`config.mk`:
```
export PLATFORM = sky130hd
export DESIGN_NAME = apb_slave_regfile
export DESIGN_NICKNAME = d
export VERILOG_FILES = /design/src/rtl/apb_slave_regfile.sv
export SDC_FILE = /design/constraint.sdc
export NUM_CORES = 1
export LEC_CHECK = 0
export ABC_AREA = 1
export CORE_MARGIN = 2
export CORE_UTILIZATION = 60
export CTS_CLUSTER_DIAMETER = 30
export CTS_CLUSTER_SIZE = 30
export DETAILED_ROUTE_END_ITERATION = 12
export HOLD_SLACK_MARGIN = 0.05
export PLACE_DENSITY = 0.76
export SYNTH_ARGS = -nofsm -noshare
export SYNTH_HDL_FRONTEND = slang
export SYNTH_SLANG_ARGS = --single-unit
```
`constraint.sdc`:
```
create_clock -name pclk -period 4.95 [get_ports pclk]
set_input_delay 0.99 -clock pclk [delete_from_list [all_inputs] [get_ports pclk]]
set_output_delay 0.99 -clock pclk [all_outputs]
set_load 0.03 [all_outputs]
```
`src/rtl/apb_slave_regfile.sv`:
```
// APB completer with a bank of 8-bit registers, fixed wait states and pslverr reporting.
// Optional macro APB_SLV_STABLE_CHECK_EN flags transfers whose paddr/pwrite/pwdata move during wait states.
module apb_slave_regfile #(
    parameter int          NUM_REGS    = 16,
    parameter int          WAIT_CYCLES = 1,
    parameter logic [15:0] RO_MASK     = 16'h0000
) (
    input  logic       pclk,
    input  logic       presetn,
    input  logic       psel,
    input  logic       penable,
    input  logic       pwrite,
    input  logic [3:0] paddr,
    input  logic [7:0] pwdata,
    output logic [7:0] prdata,
    output logic       pready,
    output logic       pslverr
);

    typedef enum logic [1:0] {ST_IDLE, ST_WAIT, ST_RESP} state_t;

    localparam logic [4:0] NUM_REGS_W = 5'(NUM_REGS);
    localparam logic [2:0] CNT_INIT   = (WAIT_CYCLES > 0) ? 3'(WAIT_CYCLES - 1) : 3'd0;

    state_t     state;
    state_t     state_next;
    logic [2:0] cnt;
    logic [3:0] cap_addr;
    logic       cap_write;
    logic [7:0] cap_wdata;
    logic [7:0] regs [16];

    logic       start;
    logic [3:0] eff_addr;
    logic       eff_write;
    logic [7:0] eff_wdata;
    logic       unstable;
    logic       enter_resp;
    logic       err;
    logic       commit;

    assign start = (state == ST_IDLE) && psel && penable;

    always_comb begin
        // NOTE: default assignment first keeps this block purely combinational (no latch).
        state_next = state;
        case (state)
            ST_IDLE: if (psel && penable) state_next = (WAIT_CYCLES > 0) ? ST_WAIT : ST_RESP;
            ST_WAIT: begin
                if (!psel)          state_next = ST_IDLE;
                else if (cnt == '0) state_next = ST_RESP;
            end
            ST_RESP: state_next = ST_IDLE;
            default: state_next = ST_IDLE;
        endcase
    end

    always_ff @(posedge pclk or negedge presetn) begin
        // NOTE: sequential state uses <= so every process sees pre-edge values.
        if (!presetn) begin
            state     <= ST_IDLE;
            cnt       <= '0;
            cap_addr  <= '0;
            cap_write <= 1'b0;
            cap_wdata <= '0;
        end else begin
            state <= state_next;
            if (start) begin
                cap_addr  <= paddr;
                cap_write <= pwrite;
                cap_wdata <= pwdata;
                cnt       <= CNT_INIT;
            end else if (state == ST_WAIT && cnt != '0) begin
                cnt <= cnt - 3'd1;
            end
        end
    end

    // With zero wait states RESP is entered straight from IDLE, before the capture lands.
    assign eff_addr  = (state == ST_IDLE) ? paddr  : cap_addr;
    assign eff_write = (state == ST_IDLE) ? pwrite : cap_write;
    assign eff_wdata = (state == ST_IDLE) ? pwdata : cap_wdata;

`ifdef APB_SLV_STABLE_CHECK_EN
    logic unstable_flag;
    logic mismatch;

    assign mismatch = (state == ST_WAIT) &&
                      ((paddr != cap_addr) || (pwrite != cap_write) ||
                       (cap_write && (pwdata != cap_wdata)));

    always_ff @(posedge pclk or negedge presetn) begin
        if (!presetn)                   unstable_flag <= 1'b0;
        else if (state_next == ST_WAIT) unstable_flag <= unstable_flag | mismatch;
        else                            unstable_flag <= 1'b0;
    end

    assign unstable = unstable_flag | mismatch;
`else
    assign unstable = 1'b0;
`endif

    assign enter_resp = (state_next == ST_RESP);
    assign err        = ({1'b0, eff_addr} >= NUM_REGS_W) ||
                        (eff_write && RO_MASK[eff_addr]) || unstable;
    assign commit     = enter_resp && eff_write && !err;

    always_ff @(posedge pclk or negedge presetn) begin
        // NOTE: this bank is flops rather than a RAM macro, so clearing every entry on reset is legal.
        if (!presetn) begin
            for (int i = 0; i < 16; i++) regs[i] <= '0;
        end else if (commit) begin
            regs[eff_addr] <= eff_wdata;
        end
    end

    always_ff @(posedge pclk or negedge presetn) begin
        if (!presetn) begin
            pready  <= 1'b0;
            pslverr <= 1'b0;
            prdata  <= '0;
        end else begin
            pready  <= enter_resp;
            pslverr <= enter_resp && err;
            prdata  <= (enter_resp && !eff_write && !err) ? regs[eff_addr] : 8'h00;
        end
    end

endmodule

```
==> qor.csv, run 1 <==
metric,value,unit
status,"complete, no violations",
Mapped Area,7450,um^2
Post-Syn Instances,949,
power per cell area,448,nW/um^2
clock root buffer,clkbuf_16,
Overall Power,3.68,mW
sequential area share after synthesis,52.1,%
Area Growth Syn to Fin,10.1,%
All-Layer GR Usage,29.1,%
Worst EP required,5.21,ns
IO Pins,27,
CTS tree,built,
largest net degree at the start of global routing,109,
worst-case clock buffer depth,2,
layout cells sized above 1,8.29,%
DR DRC count,0,
Die X,115,um
"commonest cells after routing, fill and taps aside","360 x nand2_1, 155 x dfrtp_1, 107 x o21ai_1, 83 x inv_1, 69 x o21ai_0",
Setup crit start kind,flip-flop,
delay of the slowest cell on the worst path,0.57,ns
"flops & latches, synth",155,
setup tns final,0,ns
H-Tree Depth,4,
clock buffer count from CTS,17,
distinct cell type count after synthesis,24,
Worst path top cell family by delay,simple AND/OR/NAND/NOR gates,
vias,5985,
first-pass GRT wire length,29.2,mm
IO buf count,25,
Tmin final,2.97,ns
FMAX,0.336,GHz
Setup CP Type,flip-flop to flip-flop,
DRT antenna net count,0,
CP Cell Sequence,nor2_4 -> o21ai_2 -> buf_4 -> nor3_4 -> nand2_1 -> nand2_1 -> o21ai_1,
Die H,115,um
post-CTS resize count,0,
actual slew at the worst max-slew pin,1.25,ns
Ant. Diodes,0,
routability congestion estimate,0.893,
CTS Hold Bufs,0,
clk_skew,0.00640,ns
core area,12100,um^2
"most used cell, CP",nand2_1,
vias in the first global route,5657,
max_cap viols,0,
final global-route overflow total,0,
IR Drop Worst-Case VDD,0.292,mV
hpwl dp,11.2,mm
initial antenna violation count,0,
Slew Limit Headroom,16.0,%
row count,40,
Post CTS Setup Buffer Count,0,
via/cell ratio,5.28,
"commonest non-fill, non-tap cell in the layout",nand2_1,
Initial Util,61.8,%
Setup-failing EPs final,0,
nets@finish,972,
DRT Pass-1 Iters,5,
Buf/Inv on CP,1,
CTS Sinks,155,
Clock Pin Slew Worst Setup and Hold Paths,0.06,ns
Worst path slowest cell,nor2_4,
Lkg Pwr,4.00,nW
period utilization,60.0,%
Critical Path Fanout Max,24,
"Slew Viols, Final",0,
RSZ-0062 raised after global routing,no,
Final Hold Viols,0,
Iter 0 DRT Violations,649,
die area,13300,um^2
YS warnings,0,
Worst setup EP type,flip-flop,
Worst EP arrival,3.23,ns
per-cell routed wire length,15.5,um
worst-skew pair later-pin latency,0.44,ns
Syn Area/Cell,7.85,um^2
Syn Nets,968,
HP Class,flip-flop to flip-flop,
DRT Wirelength,17.6,mm
==> registers in the layout, summed over array words and instances (netlist names) <==
name and count:
cap_wdata 8, state 2, prdata 8, regs 128
cap_write 1, pready 1, cnt 3, cap_addr 4
==> power breakdown <==
| part | internal [mW] | leakage (nW) | switching [mW] |
|---|---|---|---|
| clock network | 0.672 | 0.252 | 0.495 |
| registers | 1.45 | 2.13 | 0.0987 |
| logic | 0.285 | 1.61 | 0.681 |
| total | 2.40 | 4.00 | 1.28 |
==> kinds of logic (layout without fill, tap and decap cells) <==
family | Yosys count | in the layout | share of synthesized area [%]
DFF | 155 | 155 | 52.1
AOI/OAI and AO/OA | 184 | 184 | 12.6
buffers and inverters | 135 | 151 | 8.41
and+or+nand+nor | 471 | 471 | 26.4
muxes | 1 | 1 | 0.134
other | 1 | 1 | 0.0503
adders and majority gates | 2 | 2 | 0.336
==> worst register-to-register path: stages, from the launching register on <==
cell and delay, ns:
dfrtp_1 0.42, nor2_4 0.57, o21ai_2 0.47, buf_4 0.36, nor3_4 0.29, nand2_1 0.42, nand2_1 0.18, o21ai_1 0.10
==> metal layers <==
layer	wire (um)	up-vias	GRT usage, %	share of wire (%)
li1	-	2966	-	-
met1	8090	2796	41.3	46
met2	7930	193	43.6	45
met3	1110	30	6.90	6.3
met4	428	0	11.3	2.4
met5	0	-	0	0
==> cell type report <==
class / instances / area (um^2)
Clock buffer: 24 / 482
Timing Repair Buffer: 32 / 304
Inverter: 88 / 330
Multi-Input combinational cell: 659 / 2960
Sequential cell: 155 / 3880
Fill cell: 989 / 3860
Tap cell: 168 / 210
Clock inverter: 7 / 42.5
==> synth_stat cells <==
library cell / count / share of area (%)
nand3_1: 26 / 1.7
nand2_4: 5 / 0.76
inv_1: 83 / 4.2
nor2_4: 5 / 0.76
o21ai_1: 104 / 7.0
o21ai_2: 2 / 0.24
dfrtp_1: 155 / 52
buf_2: 18 / 1.2
nand2_2: 19 / 1.6
nor3_4: 3 / 0.65
clkbuf_1: 13 / 0.65
buf_6: 10 / 1.5
conb_1: 1 / 0.050
a21oi_1: 2 / 0.13
buf_4: 6 / 0.60
inv_2: 5 / 0.25
nor2_1: 50 / 2.5
mux2i_1: 1 / 0.13
ha_1: 2 / 0.34
nor2_2: 2 / 0.17
nor3_1: 1 / 0.067
o21ai_0: 75 / 5.0
nand2_1: 360 / 18
o21ai_4: 1 / 0.22
==> final timing paths <==
check	from	to	slack, ns	cells after the start
setup / recovery	state[1]	regs[30]	1.98	7
hold / removal	regs[12]	regs[12]	0.48	2
setup reg to reg	state[1]	regs[30]	1.98	7
hold reg to reg	regs[12]	regs[12]	0.48	2
max in group asynchronous	presetn	regs[43]	3.32	2
min in group asynchronous	presetn	cnt[2]	0.64	1
==> through the flow <==
step	utilization, %	cells	setup WS [ns]	hold WS (ns)	area [um^2]
2_1_floorplan	-	949	2.73	0.448	7450
3_3_place_gp	63.7	1102	1.61	0.460	7680
3_5_place_dp	63.7	1102	1.61	0.465	7680
4_1_cts	68.0	1133	1.99	0.481	8200
5_1_grt	68.0	1133	1.72	0.501	8200
6_report	68.0	1133	1.98	0.478	8200
(Power assumes the default switching activity.)
==> run 2, diff against run 1 <==
CORE_UTILIZATION = 55   (was 60)
PLACE_DENSITY = 0.74   (was 0.76)
clock period = 2.6 ns   (was 4.95 ns; I/O delays follow)
==> run 2 against run 1 <==
Against the previous run:
- die area rose by 8.8%
- first-iteration DRC count is 7.7% lower
- maximum frequency up 29%
- power is 100% higher
- critical endpoint is now prdata[0]
- register-to-register slack worse by 1.7 ns
- count of clock-buffer cells in the layout down 1
- worst setup slack worse by 1.7 ns
- flip-flop and latch count unchanged
- routed wire length is 2.3% higher
- sequential share of layout area is 1.6 points lower
- critical path depth rose by 2
==> qor.csv, run 2 (synthesis results as in run 1) <==
metric,value,unit,change
CP Cell Sequence,nor2_4 -> o21ai_2 -> inv_2 -> buf_4 -> o21ai_0 -> nand2_1 -> nand2_1 -> nand2_1 -> nor2_1,,
max reg flops,128,,unchanged
max_cap viols,0,,unchanged
"commonest cells after routing, fill and taps aside","360 x nand2_1, 155 x dfrtp_1, 110 x o21ai_1, 83 x inv_1, 69 x o21ai_0",,
DR DRC count,0,,unchanged
clock root buffer,clkbuf_16,,
HP Class,primary input to async pin,,
Setup crit start kind,flip-flop,,
Ant. Diodes,0,,unchanged
worst reg2reg startpoint,state[1],,
Die H,120,um,+4.3%
largest net degree at the start of global routing,67,,-39%
All-Layer GR Usage,27.0,%,-2.1 points
Die X,120,um,+4.3%
Setup-failing EPs final,0,,unchanged
Worst setup EP type,flip-flop,,
CP startpoint,state[1],,
vias,6159,,+2.9%
DRT Wirelength,18.0,mm,+2.3%
worst slack at placement,0.155,ns,-1.45 ns
Lkg Pwr,4.17,nW,+4.4%
Final Hold Viols,0,,unchanged
Tmin final,2.31,ns,-0.662 ns
"Slew Viols, Final",0,,unchanged
vias in the first global route,5912,,+4.5%
H-Tree Depth,4,,unchanged
Clock Pin Slew Worst Setup and Hold Paths,0.06,ns,about the same
Initial Util,56.3,%,-5.5 points
CTS tree,built,,
worst setup margin,0.290,ns,-1.69 ns
post-place instance area,7900,um^2,+2.9%
Area Growth Syn to Fin,14.1,%,
worst-case clock buffer depth,2,,unchanged
Regs by FF count,"regs: 128 flops, cap_wdata: 8 flops, prdata: 8 flops",,
R2R depth,9,,+2
RSZ-0062 raised after global routing,no,,
IO buf count,25,,unchanged
r2r setup slk,0.29,ns,-1.69 ns
Iter 0 DRT Violations,599,,-7.7%
Slew Limit Headroom,33.1,%,+17 points
Critical Path Fanout Max,22,,-8.3%
Worst path top cell family by delay,compound AO/OA/AOI/OAI gates,,
"commonest non-fill, non-tap cell in the layout",nand2_1,,
delay of the slowest cell on the worst path,0.77,ns,+0.20 ns
per-cell routed wire length,15.4,um,-0.68%
die area,14500,um^2,+8.8%
via/cell ratio,5.28,,about the same
"most used cell, CP",nand2_1,,
post-CTS resize count,0,,unchanged
Biggest register,regs,,
initial antenna violation count,0,,unchanged
Buf/Inv on CP,2,,+1
final global-route overflow total,0,,unchanged
IO Pins,27,,unchanged
FMAX,0.433,GHz,+29%
DRT antenna net count,0,,unchanged
first-pass GRT wire length,29.9,mm,+2.6%
actual slew at the worst max-slew pin,1.00,ns,-0.249 ns
clock buffer count from CTS,17,,unchanged
IR Drop Worst-Case VDD,0.521,mV,+78%
Worst EP arrival,2.65,ns,-0.58 ns
Post CTS Setup Buffer Count,0,,unchanged
period utilization,88.9,%,+29 points
reg-to-reg endpoint,prdata[0],,
worst-skew pair later-pin latency,0.43,ns,about the same
Overall Power,7.43,mW,+100%
layout cells sized above 1,10.6,%,+2.3 points
status,"complete, no violations",,
nets@finish,1000,,+2.9%
clk_skew,0.00657,ns,+0.000167 ns
power per cell area,874,nW/um^2,+95%
Worst EP required,2.94,ns,-2.27 ns
CTS Sinks,155,,unchanged
Final Cell Area,8500,um^2,+3.6%
setup tns final,0,ns,unchanged
hpwl dp,11.7,mm,+4.8%
row count,42,,+5.0%
routability congestion estimate,0.880,,-1.5%
DRT Pass-1 Iters,5,,unchanged
Worst path slowest cell,o21ai_2,,
core area,13200,um^2,+9.8%
CTS Hold Bufs,0,,unchanged
Setup CP Type,flip-flop to flip-flop,,
## run 2: layer usage
metal  up-vias  track usage (%)  wire (um)
li1       3033                -          -
met1      2885             36.7       8150
met2       201             41.8       8320
met3        40             6.70       1090
met4         0             10.6        412
met5         -                0          0
## run 2: worst register-to-register path: stages, from the launching register on
cell     delay, ns
dfrtp_1       0.44
nor2_4        0.09
o21ai_2       0.77
inv_2         0.15
buf_4         0.28
o21ai_0       0.11
nand2_1       0.07
nand2_1       0.06
nand2_1       0.09
nor2_1        0.17
## run 2: worst max-delay path by stage
stage,endpoint,slack (ns),cells after the start
2_1_floorplan,regs[21],0.80,10
3_3_place_gp,prdata[1],0.19,12
3_5_place_dp,regs[118],0.15,8
4_1_cts,prdata[0],0.32,9
5_1_grt,regs[74],0.13,9
6_report,prdata[0],0.29,9
## run 2: cell type report
class	count	area [um^2]
sequential	155	3880
timing repair buffer	60	527
tap	176	220
inverter	88	330
multi-input combinational	659	2950
fill	1190	4740
clock inverter	6	111
clock buffer	23	488
## run 2: stage by stage
step	hold WS [ns]	utilization, %	cells
after CTS	0.103	64.2	1167
after global placement	0.460	59.7	1138
after global routing	0.133	64.2	1167
after detailed placement	0.468	59.7	1138
final	0.0776	64.2	1167
after floorplan	0.224	-	949
## run 2: power breakdown
group	switching (mW)	total [mW]	internal (mW)
clock	0.943	2.54	1.60
sequential	0.178	2.93	2.75
combinational	1.33	1.97	0.640
==> run 3, diff against run 2 <==
TNS_END_PERCENT = 20   (was not set)
==> results of run 3 <==
Final layout, timing and power as in run 2 (identical DEF).
